[config.mk]
export PLATFORM = sky130hd
export DESIGN_NAME = exp_ker_wr_ctrl
export DESIGN_NICKNAME = d
export VERILOG_FILES = /design/src/rtl/exp_ker_wr_ctrl.sv
export SDC_FILE = /design/constraint.sdc
export NUM_CORES = 1
export LEC_CHECK = 0
export CORE_MARGIN = 1.5
export CORE_UTILIZATION = 48
export CTS_CLUSTER_SIZE = 16
export DETAILED_ROUTE_END_ITERATION = 8
export PLACE_DENSITY = 0.95
export SYNTH_ARGS = -nofsm -noshare
export SYNTH_HDL_FRONTEND = slang
export SYNTH_SLANG_ARGS = --single-unit
[constraint.sdc]
create_clock -name clk_i -period 4.7 [get_ports clk_i]
set_clock_uncertainty 0.15 [all_clocks]
set_input_delay 1.41 -clock clk_i [delete_from_list [all_inputs] [get_ports clk_i]]
set_output_delay 1.41 -clock clk_i [all_outputs]
set_load 0.01 [all_outputs]
[src/rtl/exp_ker_wr_ctrl.sv]
// Expand-kernel weight buffer write controller.
// Latches per-fire configuration on start_i, accepts a valid/ready stream of
// kernel words, and turns each accepted word into a registered buffer write
// with address, data and ping-pong bank. Layer and fire boundaries are
// flagged on the same cycle as the write that completes them.
//
// state | meaning
// ------+--------------------------------------------------------------
// IDLE  | waiting for start_i; ker_ready_o low
// LOAD  | streaming kernel words into the current bank; ker_ready_o high
module exp_ker_wr_ctrl #(
    parameter int ADDR_W    = 12,
    parameter int LAYR_W    = 7,
    parameter int DATA_W    = 64,
    parameter int NUM_BANKS = 2
) (
    input  logic              clk_i,
    input  logic              rst_n_i,
    input  logic              start_i,
    input  logic              exp_en_i,
    input  logic [ADDR_W-1:0] tot_ker_addr_limit_i,
    input  logic [LAYR_W-1:0] one_ker_addr_limit_i,
    input  logic              ker_valid_i,
    input  logic [DATA_W-1:0] ker_data_i,
    output logic              ker_ready_o,
    output logic              exp_en_o,
    output logic [ADDR_W-1:0] wr_addr_per_fire_o,
    output logic [LAYR_W-1:0] wr_addr_per_layr_o,
    output logic              wr_en_o,
    output logic [ADDR_W-1:0] wr_addr_o,
    output logic [DATA_W-1:0] wr_data_o,
    output logic              wr_bank_o,
    output logic              layr_done_o,
    output logic              fire_done_o,
    output logic              busy_o
);

    typedef enum logic {
        IDLE = 1'b0,
        LOAD = 1'b1
    } state_t;

    state_t state_q, state_d;

    logic              exp_en_q,    exp_en_d;
    logic [ADDR_W-1:0] fire_lim_q,  fire_lim_d;
    logic [LAYR_W-1:0] layr_lim_q,  layr_lim_d;
    logic [ADDR_W-1:0] fire_cnt_q,  fire_cnt_d;
    logic [LAYR_W-1:0] layr_cnt_q,  layr_cnt_d;
    logic              bank_q,      bank_d;
    logic              wr_en_q,     wr_en_d;
    logic [ADDR_W-1:0] wr_addr_q,   wr_addr_d;
    logic [DATA_W-1:0] wr_data_q,   wr_data_d;
    logic              wr_bank_q,   wr_bank_d;
    logic              layr_done_q, layr_done_d;
    logic              fire_done_q, fire_done_d;

    logic ready;
    logic accept;
    logic last_beat;
    logic layr_wrap;
    logic start_idle;

    // A start is only honoured in IDLE; in LOAD (including the exit cycle) it is dropped.
    assign start_idle = (state_q == IDLE) && start_i;
    assign last_beat  = (fire_cnt_q == fire_lim_q);
    assign layr_wrap  = (layr_cnt_q == layr_lim_q);

    // State register.
    always_ff @(posedge clk_i or negedge rst_n_i) begin
        if (!rst_n_i) begin
            state_q <= IDLE;
        end else begin
            state_q <= state_d;
        end
    end

    // Next-state logic: enter LOAD on an enabled start, leave after the last word.
    always_comb begin
        state_d = state_q;
        case (state_q)
            IDLE: begin
                if (start_i && exp_en_i) begin
                    state_d = LOAD;
                end
            end
            LOAD: begin
                if (accept && last_beat) begin
                    state_d = IDLE;
                end
            end
            default: state_d = IDLE;
        endcase
    end

    // FSM outputs: handshake and busy decode straight from the state.
    always_comb begin
        ready  = (state_q == LOAD);
        accept = ready && ker_valid_i;
    end

    // Datapath next values: config latch, counters, bank, registered write port.
    always_comb begin
        exp_en_d    = exp_en_q;
        fire_lim_d  = fire_lim_q;
        layr_lim_d  = layr_lim_q;
        fire_cnt_d  = fire_cnt_q;
        layr_cnt_d  = layr_cnt_q;
        bank_d      = bank_q;
        wr_en_d     = 1'b0;
        wr_addr_d   = wr_addr_q;
        wr_data_d   = wr_data_q;
        wr_bank_d   = wr_bank_q;
        layr_done_d = 1'b0;
        fire_done_d = 1'b0;

        if (start_idle) begin
            exp_en_d   = exp_en_i;
            fire_lim_d = tot_ker_addr_limit_i;
            // A zero words-per-layer wraps to all ones, i.e. a 2^LAYR_W word layer.
            layr_lim_d = one_ker_addr_limit_i - LAYR_W'(1);
            fire_cnt_d = '0;
            layr_cnt_d = '0;
            // A disabled fire completes immediately without touching the bank.
            if (!exp_en_i) begin
                fire_done_d = 1'b1;
            end
        end

        if (accept) begin
            wr_en_d     = 1'b1;
            wr_addr_d   = fire_cnt_q;
            wr_data_d   = ker_data_i;
            wr_bank_d   = bank_q;
            fire_cnt_d  = fire_cnt_q + ADDR_W'(1);
            layr_cnt_d  = layr_wrap ? '0 : (layr_cnt_q + LAYR_W'(1));
            // The final word of a fire always closes its layer too.
            layr_done_d = layr_wrap || last_beat;
            fire_done_d = last_beat;
            if (last_beat) begin
                bank_d = (NUM_BANKS == 2) ? ~bank_q : 1'b0;
            end
        end
    end

    // Datapath registers.
    always_ff @(posedge clk_i or negedge rst_n_i) begin
        if (!rst_n_i) begin
            exp_en_q    <= 1'b0;
            fire_lim_q  <= '0;
            layr_lim_q  <= '0;
            fire_cnt_q  <= '0;
            layr_cnt_q  <= '0;
            bank_q      <= 1'b0;
            wr_en_q     <= 1'b0;
            wr_addr_q   <= '0;
            wr_data_q   <= '0;
            wr_bank_q   <= 1'b0;
            layr_done_q <= 1'b0;
            fire_done_q <= 1'b0;
        end else begin
            exp_en_q    <= exp_en_d;
            fire_lim_q  <= fire_lim_d;
            layr_lim_q  <= layr_lim_d;
            fire_cnt_q  <= fire_cnt_d;
            layr_cnt_q  <= layr_cnt_d;
            bank_q      <= bank_d;
            wr_en_q     <= wr_en_d;
            wr_addr_q   <= wr_addr_d;
            wr_data_q   <= wr_data_d;
            wr_bank_q   <= wr_bank_d;
            layr_done_q <= layr_done_d;
            fire_done_q <= fire_done_d;
        end
    end

    assign ker_ready_o        = ready;
    assign busy_o             = ready;
    assign exp_en_o           = exp_en_q;
    assign wr_addr_per_fire_o = fire_lim_q;
    assign wr_addr_per_layr_o = layr_lim_q;
    assign wr_en_o            = wr_en_q;
    assign wr_addr_o          = wr_addr_q;
    assign wr_data_o          = wr_data_q;
    assign wr_bank_o          = wr_bank_q;
    assign layr_done_o        = layr_done_q;
    assign fire_done_o        = fire_done_q;

endmodule

Word level (Yosys, flattened, before mapping)
Cells that the tools add are included.
Storage, ports and cells
  register bits: 121
  input bits: 88
  output and inout bits: 102
  word-level logic and storage cells: 40
Operators by class
  $add $sub $neg: 3
  eq/ne operators: 2
  multiplexer cells: 13
  bitwise logic cells: 2
  reduce and logical (&&, ||, !) cells: 7
Operators with widths (number)
  $mux 12: 2
  $mux 7: 3
  $add 12x1->12 const B: 1
  $eq 12x12->1: 1
  $add 7x1->7 const B: 1
  $eq 7x7->1: 1
  $mux 1: 7
  $sub 7x1->7 const B: 1
  $logic_and 1x1->1: 4
  $not 1->1: 2
  $pmux 1 s2: 1
  $reduce_and 2->1: 1
  $reduce_bool 2->1: 1
  $logic_or 1x1->1: 1

Logic depth before layout (Yosys ltp)
Gate-level depths: netlist of the first run.
  depth after elaboration: 4
  gate-level depth with buffers: 6

Worst setup path after synthesis of the first run
Ideal clock, no wire load.
  path kind: input port to flip-flop
  from: input port one_ker_addr_limit_i[0]
  to: register layr_lim_q[6], in the netlist wr_addr_per_layr_o[6]
  library setup time: 82 ps
  arrival time: 2237 ps
  required time: 4468 ps
  setup slack: 2231 ps
  cell stages on the path: 5
  path through: inv_1 -> ha_1 -> nand2_1 -> or4_1 -> a31oi_1
Between the ends
  word-level cells in the longest chain between the ends: 1
RTL lines
  start, declared: RTL line 22  | input logic [LAYR_W-1:0] one_ker_addr_limit_i,
  $sub 7x1->7: RTL line 121  | layr_lim_d = one_ker_addr_limit_i - LAYR_W'(1);
  end signal, assigned: RTL line 164  | layr_lim_q <= layr_lim_d;
  end, declared: RTL line 47  | logic [LAYR_W-1:0] layr_lim_q, layr_lim_d;
Every way passes these cells.
A chain may end at the register's enable or synchronous reset.

Final worst setup path of the first run
  from: input port ker_valid_i
  to: register layr_cnt_q[2]
Between the ends
  word-level cells in the longest chain between the ends: 2
  elaborated cells between the ends (all ways): 3
RTL lines
  start, declared: RTL line 23  | input logic ker_valid_i,
  $logic_and 1x1->1 *: RTL line 99  | accept = ready && ker_valid_i;
  $mux 7 / $reduce_bool 2->1 (equally long branches)
  end signal, assigned: RTL line 166  | layr_cnt_q <= layr_cnt_d;
  end, declared: RTL line 49  | logic [LAYR_W-1:0] layr_cnt_q, layr_cnt_d;
Every way passes the cells marked *; elsewhere a longest branch is shown, timed or not.

==> results_dict.tcl, run 1 <==
set metrics [dict create \
    clkPwrFrac_pct 31.8 \
    clk_pin_slew_ps 50 \
    nets 831 \
    io_buffers 189 \
    most-common-layout-cells "nand2_1, clkdlybuf4s50_1, dfrtp_1" \
    ys_ff_latch 121 \
    peakVddDrop_mv 0.309 \
    met3_usage_pct 6.49 \
    rsz0062_at_grt "no" \
    p_per_area_nw_per_um2 561 \
    power_switching_mw 1.31 \
    cts_tree "yes" \
    wl_mm 13.1 \
    busiest_layer "met2" \
    grt_pass1_vias 4527 \
    area_growth_pct 51.5 \
    initial_utilization_pct 49.2 \
    netlist_area_um2 5040 \
    die_y_um 105 \
    worstPathRequired_ps 4970 \
    gr-total-overflow 0 \
    final_common_cell "nand2_1" \
    cts-buffers-inserted 17 \
    hold_path_end "wr_addr_o[1]" \
    path_cells "clkdlybuf4s50_1, nand2_2, inv_2, buf_4, o21ai_2, o211ai_1" \
    wl_per_cell_um 14.7 \
    p_int_mw 2.97 \
    fin_crit_ps 3120 \
    max_freq_ghz 0.320 \
    antennaDiodeCount 0 \
    synth_top_area_share_pct 60.1 \
    relSlewSlack_pct 27.1 \
    worst_pin_slew_ps 1090 \
    sw_frac_of_total_pct 30.7 \
    slew_violations 0 \
    multiInputGateArea_um2 1860 \
    antenna_found_initial 0 \
    finalCritPeriodShare_pct 66.4 \
    cts_setup_buffers 0 \
    dr.first_iter.drc_count 257 \
    holdPathStages 2 \
    status "finished, final reports clean" \
    synth_compound_area_share_pct 5.02 \
    ff2ff_path_depth 5 \
    synth_cell_types 38 \
    use_met1_pct 29.4 \
    synth-xor-area-share_pct 4.52 \
    finalSetupViolCount 0 \
    start_kind "primary input" \
    async_flop_share_pct 100 \
    synthFlopType "dfrtp_1" \
    endpoint_kind "flip-flop" \
    worstHoldStart "wr_addr_o[1]" \
    muxShareOfSynthArea_pct 0.199 \
    h-tree-depth 4 \
    synth_cells 555 \
    crit_slowest_cell "buf_4" \
    cts_buffer_depth 2 \
    max_cap_viol_count 0 \
    fillerInstances 657 \
    yosysSeqAreaShare_pct 60.1 \
    cts-resized-gates 0 \
    globalplace.congestion 0.809 \
    max_stage_delay_ps 560 \
    rows 37 \
    setup_slack_ps 1580 \
    vias 4482 \
    hold_viol_final 0 \
    grt_max_degree 90 \
    track_usage_pct 24.3 \
    viasPerCell 5.04 \
    use_met2_pct 42.1 \
    core_um2 10200 \
    synth_top_area_cell "dfrtp_1" \
    pwr-share-comb_pct 30.8 \
    clock_latency_ps 510 \
    register_area_um2 3030 \
    dieArea_um2 11100 \
    r2r_slack_ps 2470 \
    p_leak_nw 3.66 \
    seqPwrFrac_pct 37.4 \
    path_class "primary input to flip-flop" \
    critical_path_arrival_ps 3390 \
    yosys_warnings 0 \
    synth_edf_count 0 \
    grt_pass1_wl_mm 21.4 \
    place_area_um2 7010 \
    pre_cts_slack_ps 1060 \
    ios 190 \
    synth_area_leaders "dfrtp_1, nand2_1, xor2_1" \
    timing.setup.tns_ps 0 \
    place_inst 857 \
    drc 0 \
    yosys.area_share.simple_pct 26.5 \
    stdcell_area_um2 7630 \
    hold_buffers 0 \
    regToRegEndpoint "layr_cnt_q[2]" \
    synth.avg_cell_area_um2 9.08 \
    path_max_fanout 54 \
    dr.pass1.iters 5 \
    worst_hold_path_type "flip-flop to flip-flop" \
    rr_startpoint "busy_o" \
    synth_nets 646 \
    clock_sinks 121 \
    ant_nets 0 \
    detailedPlacementHpwl_mm 9.14 \
    drive_gt1_share_pct 5.71 \
    root_buffer "clkbuf_8" \
    synth_top_family_by_area "simple AND/OR/NAND/NOR gates" \
    yosys.area_share.adder_pct 0.745 \
    layoutNonFillerInstCount 889 \
    die_w_um 105 \
]
## Yosys cell counts (2+ instances only)
cell	instances
xnor2_1	12
xor2_1	14
nand2b_1	2
clkbuf_1	8
buf_2	17
nor2_1	7
inv_1	4
nor3_1	3
nand2_1	294
nand4_1	3
nor3_2	2
dfrtp_1	121
nor4_2	2
nand3_1	8
o41ai_1	2
o31ai_1	4
and3_1	2
buf_4	2
o21ai_0	23
a22o_1	2
ha_1	3
o211ai_1	4
## state kept, by name (all words and copies together) (netlist names)
register and flops:
wr_en_o 1, layr_done_o 1, wr_bank_o 1, wr_addr_per_layr_o 7
bank_q 1, wr_addr_o 12, layr_cnt_q 7, wr_data_o 64
busy_o 1, fire_done_o 1, fire_cnt_q 12, exp_en_o 1
wr_addr_per_fire_o 12
## stage by stage
stage	utilization, %	power (mW)	hold slack (ps)
after CTS	74.6	4.31	327
final	74.6	4.28	320
after global routing	74.6	4.51	342
after detailed placement	68.5	2.93	313
after global placement	68.5	2.86	306
after floorplan	-	2.15	296
## critical path: cells and delay by family
family | cells | cell delay (ps)
buf+inv | 3 | 1450
compound gates | 2 | 430
simple gates | 1 | 60
## final cells by class
class	count	share of cell area, %
clock buffer	20	5.57
clock inverter	12	2.61
inverter	5	0.246
multi-input combinational	402	24.4
sequential	121	39.7
tap	136	2.23
timing repair buffer	193	25.3
## worst max-delay path by stage
stage / from / end / slack [ps] / cells past startpoint
2_1_floorplan: one_ker_addr_limit_i[0] / wr_addr_per_layr_o[6] / 2230 / 5
3_3_place_gp: ker_valid_i / layr_cnt_q[4] / 1160 / 6
3_5_place_dp: ker_valid_i / layr_cnt_q[2] / 1060 / 6
4_1_cts: busy_o / busy_o / 1580 / 1
5_1_grt: ker_valid_i / layr_cnt_q[2] / 1420 / 6
6_report: ker_valid_i / layr_cnt_q[2] / 1580 / 6
## cell families after synthesis
kind of cell,count (synthesis)
multiplexers,1
flip-flops,121
AND/OR/NAND/NOR,331
XOR/XNOR,26
AO/OA/AOI/OAI,41
buffers and inverters,32
adder cells (fa/ha/maj),3
## power by group through the flow
stage                     Clock (mW)  Combinational [mW]  Sequential, mW
after floorplan                    0               0.458            1.69
after global placement             0                1.27            1.59
after detailed placement           0                1.32            1.61
after CTS                       1.38                1.33            1.60
after global routing            1.43                1.43            1.64
final                           1.36                1.32            1.60
## metal layers
layer  up-vias  routed length (um)
met2       197                6600
met5         -                   0
met3        25                 906
li1       2135                   -
met4         0                 227
met1      2125                5320
Power figures use the tool's default switching activity.
==> run 2: changes to the inputs <==
--- a/config.mk
+++ b/config.mk
@@ -6,10 +6,10 @@
 export NUM_CORES = 1
 export LEC_CHECK = 0
 export CORE_MARGIN = 1.5
-export CORE_UTILIZATION = 48
+export CORE_UTILIZATION = 40
 export CTS_CLUSTER_SIZE = 16
 export DETAILED_ROUTE_END_ITERATION = 8
-export PLACE_DENSITY = 0.95
+export PLACE_DENSITY = 0.87
 export SYNTH_ARGS = -nofsm -noshare
 export SYNTH_HDL_FRONTEND = slang
 export SYNTH_SLANG_ARGS = --single-unit
==> constraint.sdc (replaced) <==
create_clock -name clk_i -period 2.8 [get_ports clk_i]
set_clock_uncertainty 0.15 [all_clocks]
set_input_delay 0.84 -clock clk_i [delete_from_list [all_inputs] [get_ports clk_i]]
set_output_delay 0.84 -clock clk_i [all_outputs]
set_load 0.01 [all_outputs]
==> run 2 against run 1 <==
Against the previous run:
- non-clock buffer count grew 4
- worst setup slack lost 1300 ps
- clock-buffer cell count grew 3
- first-iteration DRC count grew 34%
- via count shrank 2.8%
- die area grew 19%
- combinational power grew 67%
==> results_dict.tcl, run 2 (same netlist as run 1, synthesis figures left out) <==
set metrics [dict create \
    status "finished, final reports clean" \
    finalSetupViolCount 0 \
    clock_sinks 121 \
    max_stage_delay_ps 610 \
    slew_violations 0 \
    antenna_found_initial 0 \
    max_cap_viol_count 0 \
    hold-worst-slack_ps 320 \
    power_mw 7.04 \
    cts_tree "yes" \
    largest_reg_flops 64 \
    area_growth_pct 52.5 \
    vias 4355 \
    grt_pass1_wl_mm 19.8 \
    final_common_cell "nand2_1" \
    rows 40 \
    hold_viol_final 0 \
    dieArea_um2 13300 \
    hold_buffers 0 \
    post-route-util_pct 63.2 \
    cts_buffer_depth 2 \
    endpoint_kind "primary output" \
    cts_setup_buffers 0 \
    cp_num_buf_inv 1 \
    start_kind "flip-flop" \
    globalplace.congestion 0.823 \
    cts-resized-gates 0 \
    finalCritPeriodShare_pct 88.4 \
    relSlewSlack_pct 50.6 \
    p_per_area_nw_per_um2 916 \
    detailedPlacementHpwl_mm 8.65 \
    layoutNonFillerInstCount 924 \
    dr.first_iter.drc_count 345 \
    path_cells "clkdlybuf4s50_1" \
    p_leak_nw 3.66 \
    pwr-share-comb_pct 31.3 \
    gr-total-overflow 0 \
    path_max_fanout 6 \
    die_w_um 115 \
    most-common-layout-cells "nand2_1, clkdlybuf4s50_1, dfrtp_1" \
    power_switching_mw 2.14 \
    peakVddDrop_mv 0.442 \
    grt_pass1_vias 4162 \
    viasPerCell 4.71 \
    timing.setup.tns_ps 0 \
    rr_startpoint "busy_o" \
    grt_max_degree 122 \
    drive_gt1_share_pct 5.95 \
    clk_pin_slew_ps 60 \
    regToRegEndpoint "fire_cnt_q[2]" \
    endpoint "ker_ready_o" \
    crit_slowest_cell "clkdlybuf4s50_1" \
    initial_utilization_pct 41.4 \
    fillerInstances 982 \
    wl_per_cell_um 13.5 \
    worst_hold_path_type "flip-flop to flip-flop" \
    rsz0062_at_grt "no" \
    path_class "flip-flop to primary output" \
    cp-startpoint "busy_o" \
    ff2ff_path_depth 5 \
    ios 190 \
    io_buffers 189 \
    clkPwrFrac_pct 30.9 \
    worst-path-stages 1 \
    p_int_mw 4.90 \
    nets 835 \
    max_freq_ghz 0.404 \
    die_y_um 115 \
    dr.pass1.iters 6 \
    track_usage_pct 19.1 \
    root_buffer "clkbuf_16" \
    seqPwrFrac_pct 37.8 \
    fin_crit_ps 2470 \
    drc 0 \
    worst_pin_slew_ps 739 \
    place_inst 893 \
    crit_family "buffers and inverters" \
    wl_mm 12.5 \
    r2r_slack_ps 930 \
    core_um2 12200 \
    h-tree-depth 4 \
    ant_nets 0 \
    clock_latency_ps 410 \
    worstPathRequired_ps 1810 \
    critical_path_arrival_ps 1480 \
    cts-buffers-inserted 17 \
    sw_frac_of_total_pct 30.4 \
    antennaDiodeCount 0 \
]
## run 2: cell count changes in the layout (fill, tap and decap cells not counted)
cell / before / now
clkbuf_8: 1 / 2
nand2_4: 0 / 1
buf_12: 1 / 2
bufinv_16: 5 / 3
clkbuf_16: 16 / 17
buf_4: 4 / 7
nand2_2: 1 / 0
clkinvlp_4: 1 / 2
clkbuf_1: 3 / 4
clkinv_4: 3 / 0
## run 2: worst min path at each step
stage | slack (ps) | to | cells after the start | from
after CTS | 320 | wr_data_o[24] | 2 | wr_data_o[24]
after global routing | 340 | wr_data_o[37] | 2 | wr_data_o[37]
after floorplan | 300 | bank_q | 1 | bank_q
final | 320 | wr_data_o[14] | 2 | wr_data_o[14]
after detailed placement | 310 | wr_data_o[14] | 2 | wr_data_o[14]
after global placement | 310 | wr_data_o[60] | 2 | wr_data_o[60]
## run 2: layer usage
| metal | global-route usage, % | vias to the layer above | routed length (um) |
|---|---|---|---|
| met4 | 8.07 | 0 | 237 |
| met3 | 4.96 | 17 | 774 |
| li1 | - | 2147 | - |
| met5 | 0 | - | 0 |
| met1 | 23.7 | 2039 | 5470 |
| met2 | 32.0 | 152 | 5990 |
## run 2: final cells by class
class,instances,area (um2),area share (%)
Inverter,5,18.8,0.244
Multi-Input combinational cell,402,1870,24.3
Timing Repair Buffer,197,1970,25.7
Tap cell,168,210,2.73
Clock buffer,23,468,6.09
Sequential cell,121,3030,39.4
Clock inverter,8,120,1.56
## run 2: power by group through the flow
stage               Combinational (mW)  Sequential [mW]  Clock [mW]
global placement                  2.17             2.67           0
finish                            2.20             2.66        2.17
CTS                               2.23             2.66        2.21
global route                      2.41             2.73        2.30
detailed placement                2.22             2.69           0
floorplan                        0.769             2.84           0
## run 2: metrics by stage
stage | instance area [um2] | worst slack (ps)
2_1_floorplan | 5040 | 901
3_3_place_gp | 7100 | 163
3_5_place_dp | 7100 | 130
4_1_cts | 7690 | 304
5_1_grt | 7690 | 260
6_report | 7690 | 325
